**config.mk**
```make
export PLATFORM = sky130hd
export DESIGN_NAME = pll_drp_reconfig
export DESIGN_NICKNAME = d
export VERILOG_FILES = /design/src/rtl/pll_drp_pkg.sv /design/src/rtl/pll_drp_reconfig_sync2.sv /design/src/rtl/pll_drp_reconfig.sv
export SDC_FILE = /design/constraint.sdc
export NUM_CORES = 1
export LEC_CHECK = 0
export ABC_AREA = 1
export CAP_MARGIN = 20
export CORE_ASPECT_RATIO = 1.5
export CORE_MARGIN = 2
export CORE_UTILIZATION = 45
export DETAILED_ROUTE_END_ITERATION = 7
export DONT_BUFFER_PORTS = 1
export PLACE_DENSITY = 0.62
export SLEW_MARGIN = 30
export SYNTH_ARGS = -nofsm -noshare
export SYNTH_HDL_FRONTEND = slang
export SYNTH_HIERARCHICAL = 1
export SYNTH_SLANG_ARGS = --single-unit
export TNS_END_PERCENT = 5
```
**constraint.sdc**
```tcl
create_clock -name refclk -period 7.3 [get_ports refclk]
set_clock_uncertainty 0.05 [all_clocks]
set_input_delay 1.46 -clock refclk [delete_from_list [all_inputs] [get_ports refclk]]
set_output_delay 1.46 -clock refclk [all_outputs]
set_load 0.005 [all_outputs]
```
**src/rtl/pll_drp_pkg.sv**
```systemverilog
// Shared definitions for the PLLE2 DRP reconfiguration controller:
// FSM states, DRP address map, keep masks and divide-to-register encoding.
package pll_drp_pkg;

    typedef enum logic [3:0] {
        IDLE,
        CHECK,
        RD,
        RD_WAIT,
        WR,
        WR_WAIT,
        NEXT,
        RST_WAIT,
        LOCK_WAIT
    } state_t;

    localparam logic [15:0] KEEP_MASK_REG1 = 16'hF000;
    localparam logic [15:0] KEEP_MASK_REG2 = 16'hFF3F;

    // REG1 address per CLKOUT index; REG2 always sits at REG1+1. Entries 6/7 are padding.
    localparam logic [6:0] DRP_REG1_ADDR [0:7] = '{
        7'h08, 7'h0A, 7'h0C, 7'h0E, 7'h10, 7'h06, 7'h00, 7'h00
    };

    // Unity divide uses the fixed 1/1 count with nocount set and edge clear.
    // A low count of 64 (divide 127) wraps to 0, which the counter reads as 64.
    function automatic logic [15:0] div_to_reg(input logic [6:0] div, input logic regsel);
        logic [5:0] high;
        logic [5:0] low;
        logic       edge_bit;
        logic       nocount;
        if (div == 7'd1) begin
            high     = 6'd1;
            low      = 6'd1;
            edge_bit = 1'b0;
            nocount  = 1'b1;
        end else begin
            high     = div[6:1];
            low      = 6'(div - {1'b0, high});
            edge_bit = div[0];
            nocount  = 1'b0;
        end
        if (regsel)
            return {8'h00, edge_bit, nocount, 6'h00};
        return {4'h0, high, low};
    endfunction

endpackage

```
**src/rtl/pll_drp_reconfig_sync2.sv**
```systemverilog
// Two-flop synchroniser for a single asynchronous level input.
module sync2 (
    input  logic clk,
    input  logic rst,
    input  logic d,
    output logic q
);

    logic meta;

    always_ff @(posedge clk or posedge rst) begin
        if (rst) begin
            meta <= 1'b0;
            q    <= 1'b0;
        end else begin
            meta <= d;
            q    <= meta;
        end
    end

endmodule

```
**src/rtl/pll_drp_reconfig.sv**
```systemverilog
// Runtime CLKOUT divider rewrite for a PLLE2_ADV over DRP, including the
// PLL reset/lock sequencing used both at power-on and after each rewrite.
module pll_drp_reconfig
    import pll_drp_pkg::*;
#(
    parameter int NUM_OUT      = 4,
    parameter int RST_HOLD     = 16,
    parameter int DRDY_TIMEOUT = 64,
    parameter int LOCK_TIMEOUT = 65535
) (
    input  logic                   refclk,
    input  logic                   rst,
    input  logic                   cfg_valid,
    output logic                   cfg_ready,
    input  logic [NUM_OUT-1:0]     cfg_en,
    input  logic [7*NUM_OUT-1:0]   cfg_div,
    output logic                   busy,
    output logic                   done,
    output logic                   err,
    output logic                   pll_locked_ok,
    output logic                   pll_rst,
    input  logic                   pll_locked,
    output logic [6:0]             daddr,
    output logic                   den,
    output logic                   dwe,
    output logic [15:0]            di,
    input  logic [15:0]            dout,
    input  logic                   drdy
);

    localparam int TMAX_A = (DRDY_TIMEOUT > RST_HOLD) ? DRDY_TIMEOUT : RST_HOLD;
    localparam int TMAX   = (LOCK_TIMEOUT > TMAX_A) ? LOCK_TIMEOUT : TMAX_A;
    localparam int TW     = $clog2(TMAX + 1);

    state_t               state, state_nxt;
    logic [NUM_OUT-1:0]   en_q, en_nxt;
    logic [7*NUM_OUT-1:0] div_q, div_nxt;
    logic [2:0]           idx, idx_nxt;
    logic                 reg_sel, reg_sel_nxt;
    logic [15:0]          rd_data, rd_data_nxt;
    logic [TW-1:0]        timer, timer_nxt;
    logic                 pll_rst_nxt;
    logic                 done_nxt, err_nxt;
    logic                 healthy, healthy_nxt;
    logic                 lock_sync;

    logic                 any_zero;
    logic                 first_found, next_found;
    logic [2:0]           first_idx, next_idx;
    logic [6:0]           cur_div;
    logic [6:0]           cur_addr;
    logic [15:0]          wr_data;

    sync2 u_lock_sync (
        .clk (refclk),
        .rst (rst),
        .d   (pll_locked),
        .q   (lock_sync)
    );

    // Descending scan so the lowest enabled index wins for both first and next.
    always_comb begin
        any_zero    = 1'b0;
        first_found = 1'b0;
        first_idx   = 3'd0;
        next_found  = 1'b0;
        next_idx    = 3'd0;
        cur_div     = 7'd0;
        for (int n = NUM_OUT - 1; n >= 0; n--) begin
            if (idx == 3'(n))
                cur_div = div_q[7*n +: 7];
            if (en_q[n]) begin
                if (div_q[7*n +: 7] == 7'd0)
                    any_zero = 1'b1;
                first_found = 1'b1;
                first_idx   = 3'(n);
                if (3'(n) > idx) begin
                    next_found = 1'b1;
                    next_idx   = 3'(n);
                end
            end
        end
    end

    assign cur_addr = reg_sel ? (DRP_REG1_ADDR[idx] + 7'd1) : DRP_REG1_ADDR[idx];
    assign wr_data  = (rd_data & (reg_sel ? KEEP_MASK_REG2 : KEEP_MASK_REG1))
                    | div_to_reg(cur_div, reg_sel);

    assign cfg_ready     = (state == IDLE);
    assign busy          = (state != IDLE);
    assign den           = (state == RD) || (state == WR);
    assign dwe           = (state == WR);
    assign daddr         = (state == RD || state == RD_WAIT || state == WR || state == WR_WAIT)
                           ? cur_addr : 7'd0;
    assign di            = (state == WR) ? wr_data : 16'h0000;
    assign pll_locked_ok = lock_sync && (state == IDLE) && healthy;

    always_comb begin
        state_nxt   = state;
        en_nxt      = en_q;
        div_nxt     = div_q;
        idx_nxt     = idx;
        reg_sel_nxt = reg_sel;
        rd_data_nxt = rd_data;
        timer_nxt   = timer;
        pll_rst_nxt = pll_rst;
        healthy_nxt = healthy;
        done_nxt    = 1'b0;
        err_nxt     = 1'b0;

        case (state)
            IDLE: begin
                if (cfg_valid) begin
                    en_nxt    = cfg_en;
                    div_nxt   = cfg_div;
                    state_nxt = CHECK;
                end
            end
            CHECK: begin
                if (any_zero) begin
                    err_nxt   = 1'b1;
                    state_nxt = IDLE;
                end else if (!first_found) begin
                    // A PLL still held in reset after a failure must be re-sequenced.
                    if (pll_rst) begin
                        healthy_nxt = 1'b0;
                        timer_nxt   = '0;
                        state_nxt   = RST_WAIT;
                    end else begin
                        done_nxt  = 1'b1;
                        state_nxt = IDLE;
                    end
                end else begin
                    pll_rst_nxt = 1'b1;
                    healthy_nxt = 1'b0;
                    idx_nxt     = first_idx;
                    reg_sel_nxt = 1'b0;
                    state_nxt   = RD;
                end
            end
            RD: begin
                timer_nxt = '0;
                state_nxt = RD_WAIT;
            end
            RD_WAIT: begin
                if (drdy) begin
                    rd_data_nxt = dout;
                    state_nxt   = WR;
                end else if (timer == TW'(DRDY_TIMEOUT - 1)) begin
                    err_nxt   = 1'b1;
                    state_nxt = IDLE;
                end else begin
                    timer_nxt = timer + 1'b1;
                end
            end
            WR: begin
                timer_nxt = '0;
                state_nxt = WR_WAIT;
            end
            WR_WAIT: begin
                if (drdy) begin
                    state_nxt = NEXT;
                end else if (timer == TW'(DRDY_TIMEOUT - 1)) begin
                    err_nxt   = 1'b1;
                    state_nxt = IDLE;
                end else begin
                    timer_nxt = timer + 1'b1;
                end
            end
            NEXT: begin
                if (!reg_sel) begin
                    reg_sel_nxt = 1'b1;
                    state_nxt   = RD;
                end else if (next_found) begin
                    idx_nxt     = next_idx;
                    reg_sel_nxt = 1'b0;
                    state_nxt   = RD;
                end else begin
                    timer_nxt = '0;
                    state_nxt = RST_WAIT;
                end
            end
            RST_WAIT: begin
                if (timer == TW'(RST_HOLD - 1)) begin
                    pll_rst_nxt = 1'b0;
                    timer_nxt   = '0;
                    state_nxt   = LOCK_WAIT;
                end else begin
                    timer_nxt = timer + 1'b1;
                end
            end
            LOCK_WAIT: begin
                if (lock_sync) begin
                    done_nxt    = 1'b1;
                    healthy_nxt = 1'b1;
                    state_nxt   = IDLE;
                end else if (timer == TW'(LOCK_TIMEOUT - 1)) begin
                    err_nxt     = 1'b1;
                    pll_rst_nxt = 1'b1;
                    state_nxt   = IDLE;
                end else begin
                    timer_nxt = timer + 1'b1;
                end
            end
            default: begin
                state_nxt = IDLE;
            end
        endcase
    end

    always_ff @(posedge refclk or posedge rst) begin
        if (rst) begin
            state   <= RST_WAIT;
            en_q    <= '0;
            div_q   <= '0;
            idx     <= 3'd0;
            reg_sel <= 1'b0;
            rd_data <= 16'h0000;
            timer   <= '0;
            pll_rst <= 1'b1;
            healthy <= 1'b0;
            done    <= 1'b0;
            err     <= 1'b0;
        end else begin
            state   <= state_nxt;
            en_q    <= en_nxt;
            div_q   <= div_nxt;
            idx     <= idx_nxt;
            reg_sel <= reg_sel_nxt;
            rd_data <= rd_data_nxt;
            timer   <= timer_nxt;
            pll_rst <= pll_rst_nxt;
            healthy <= healthy_nxt;
            done    <= done_nxt;
            err     <= err_nxt;
        end
    end

endmodule

```
==> results.tsv <==
stage	metric	value	unit
global_routing	initial antenna violation count	0	
placement	Buffers on Ports	0	
die	Die Ht	133	um
placement	hpwl dp	9470	um
timing	Slew Limit Fails	0	
setup_path	Startpoint Class	register	
setup_path	Setup Crit Path Kind	reg -> out	
clock_network	CTS H-Tree Depth	3	
clock_network	CTS clk-pin slew, worst paths	60	ps
placement	GP Congestion	0.930	
setup_path	CP Data Arrival Time	3180	ps
die	die area	11900	um2
clock_network	# Post-CTS Setup Buffers	0	
worst_hold_path	Hold Path Origin	u_lock_sync/meta$_DFF_PP0_	
timing	Final Cycle Share	64.2	%
yosys	Synth cell types	45	
status	status	completed	
yosys	combinational family with the most area after synthesis	simple AND/OR/NAND/NOR gates	
clock_network	Worst-Skew Late Latency	340	ps
timing	relative slew slack	53.9	%
yosys	register area share after synthesis	37.9	%
final_layout	most common cell after layout, fill and taps aside	nand2_1	
setup_path	Crit. End Element	output pin	
routing	total number of vias	4296	
power_and_ir_drop	static leakage	2.57	nW
setup_path	Critical R2R Launch	state[3]$_DFFE_PP0P_	
final_layout	Final nets	725	
power_and_ir_drop	PwrDens	452	nW/um2
die	boundary pin count	84	
yosys	Mapped Avg Cell Area	7.49	um2
global_routing	global-route wire length before repair	20700	um
power_and_ir_drop	maximum vdd drop	149	uV
routing	Antenna Violating Nets Remaining	0	
power_and_ir_drop	total power draw	2.44	mW
clock_network	Root Buffer Master	clkbuf_16	
yosys	Warnings, synthesis	6	
setup_path	Max FO, Critical Path	11	
yosys	synthesized area	4970	um2
yosys	adder and majority gate portion of the synthesized area	2.92	%
die	Core ar.	10900	um2
yosys	post-synthesis simple-gate area fraction	33.4	%
final_layout	commonest cells after routing, fill and taps aside	nand2_1 (167), inv_1 (78), nor2_1 (73), dfrtp_1 (71), nand3_1 (54)	
worst_hold_path	Hold Crit Class	reg -> reg	
yosys	Post-Syn Instances	663	
clock_network	CTS Buf Count	9	
final_layout	Design Area, Final	5400	um2
placement	Place WS	3000	ps
setup_path	Crit. Startpoint	idx[1]$_DFFE_PP0P_	
clock_network	CTS Buffer Depth	2	
clock_network	CTS tree	built	
timing	final hold viol count	0	
routing	residual DRC count	0	
setup_path	Worst EP required	5790	ps
timing	final setup violation count	0	
flow_run	max_cap viols	0	
final_layout	Area growth syn-to-layout	8.61	%
routing	vias per inst	5.28	
yosys	complex-gate fraction of the synthesized area	9.12	%
timing	final worst setup slack	2610	ps
timing	Fmax	0.213	GHz
placement	DP Area	5050	um2
yosys	Yosys reg bits	75	
global_routing	largest net degree at the start of global routing	74	
global_routing	All-Layer GR Usage	21.8	%
die	Rows	47	
timing	Period minus WS final	4690	ps
yosys	multiplexer share of the synthesized area	6.35	%
routing	Iteration-0 DRC Markers	223	
final_layout	ratio of cells with drive above 1 in the final layout	13.8	%
die	Initial Util	45.7	%
timing	unrepaired setup endpoints after global routing	false	
routing	Detailed Route WL	12400	um
timing	Worst Max-Slew Pin Slew	691	ps
routing	routed length per instance	15.3	um
yosys	Post-Synth XOR/XNOR Area	0.881	%
clock_network	Clock Sinks	75	
final_layout	n_diodes	0	
timing	Fin Setup TNS	0	ps
final_layout	final core area utilization	49.6	%
routing	DR pass1 iterations	4	
die	Horiz. Die Dim	89.8	um
clock_network	Hold Buf Count CTS	0	
global_routing	Remaining Overflow, GRT	0	
clock_network	post_cts resized	0	
global_routing	vias in the first global route	4178	
==> worst paths after layout <==
check	to	slack (ps)	cells after the start
worst max register to register	div_q[15]$_DFFE_PP0P_	5020	7
worst min register to register	u_lock_sync/q$_DFF_PP0_	300	0
max in group asynchronous	timer[15]$_DFFE_PP0P_	5600	2
worst min-delay path	u_lock_sync/q$_DFF_PP0_	300	0
worst max-delay path	di[4]	2610	16
min in group asynchronous	u_lock_sync/meta$_DFF_PP0_	810	1
==> kinds of logic after synthesis <==
group	Yosys count
DFF	75
xor gates and xnor gates	5
AOI/OAI and AO/OA	80
buffers and inverters	109
and+or+nand+nor	354
adders and majority gates	11
other	1
muxes	28
==> cells in the mapped netlist (all sizes together) <==
cell type,count,area (um2)
nand3,60,338
nor2,89,433
o21bai,6,45.0
or2,2,12.5
conb,1,3.75
o221ai,1,8.76
nor3,2,10.0
ha,10,125
xor2,3,26.3
o21ai,29,156
o21a,1,7.51
nand3b,1,7.51
buf,12,90.1
and3,1,6.26
o211ai,3,22.5
fa,1,20.0
o32ai,1,8.76
xnor2,2,17.5
dfstp,4,105
a21oi,35,179
dfrtp,71,1780
o22ai,4,25.0
clkbuf,5,28.8
and2,1,6.26
nand2,182,731
nand4,16,115
mux2,28,315
inv,92,348
==> worst max-delay path: stages (launching register included) <==
cell and delay, ps:
dfrtp_1 530, inv_2 190, nand2_1 90, inv_1 130, nand2_1 70, nand3_1 90
o21bai_1 260, ha_1 270, inv_1 80, fa_1 380, inv_1 70, nor2_1 50
nor2_1 90, o21bai_1 80, or2_2 270, nand3_1 110, a21oi_1 100
==> through the flow <==
step	std cells	hold WS (ps)
global route	813	319
CTS	812	306
global placement	796	294
floorplan	665	281
finish	813	303
detailed placement	796	288
==> flip-flops by register name, indices dropped and copies added, names as in the netlist <==
register          flops
healthy               1
div_q                28
reg_sel               1
u_lock_sync/meta      1
pll_rst               1
u_lock_sync/q         1
state                 4
rd_data              14
err                   1
timer                16
idx                   2
done                  1
en_q                  4
==> area by class of cell <==
type,instances,area (um2)
Fill cell,1064,5480
Timing Repair Buffer,2,38.8
Clock buffer,9,225
Clock inverter,7,91.3
Sequential cell,75,1880
Tap cell,147,184
Multi-Input combinational cell,481,2630
Inverter,92,348
==> metal layers <==
| metal | up-vias | global-route usage, % | routed length (um) |
|---|---|---|---|
| met1 | 2024 | 22.6 | 4500 |
| met2 | 119 | 41.0 | 6940 |
| met3 | 31 | 5.24 | 577 |
| li1 | 2122 | - | - |
| met5 | - | 0 | 0 |
| met4 | 0 | 10.1 | 426 |
==> power breakdown <==
group / switching [mW] / internal, mW
combinational: 0.806 / 0.437
sequential: 0.143 / 0.578
clock: 0.178 / 0.298
total: 1.13 / 1.31
Power figures use the tool's default switching activity.
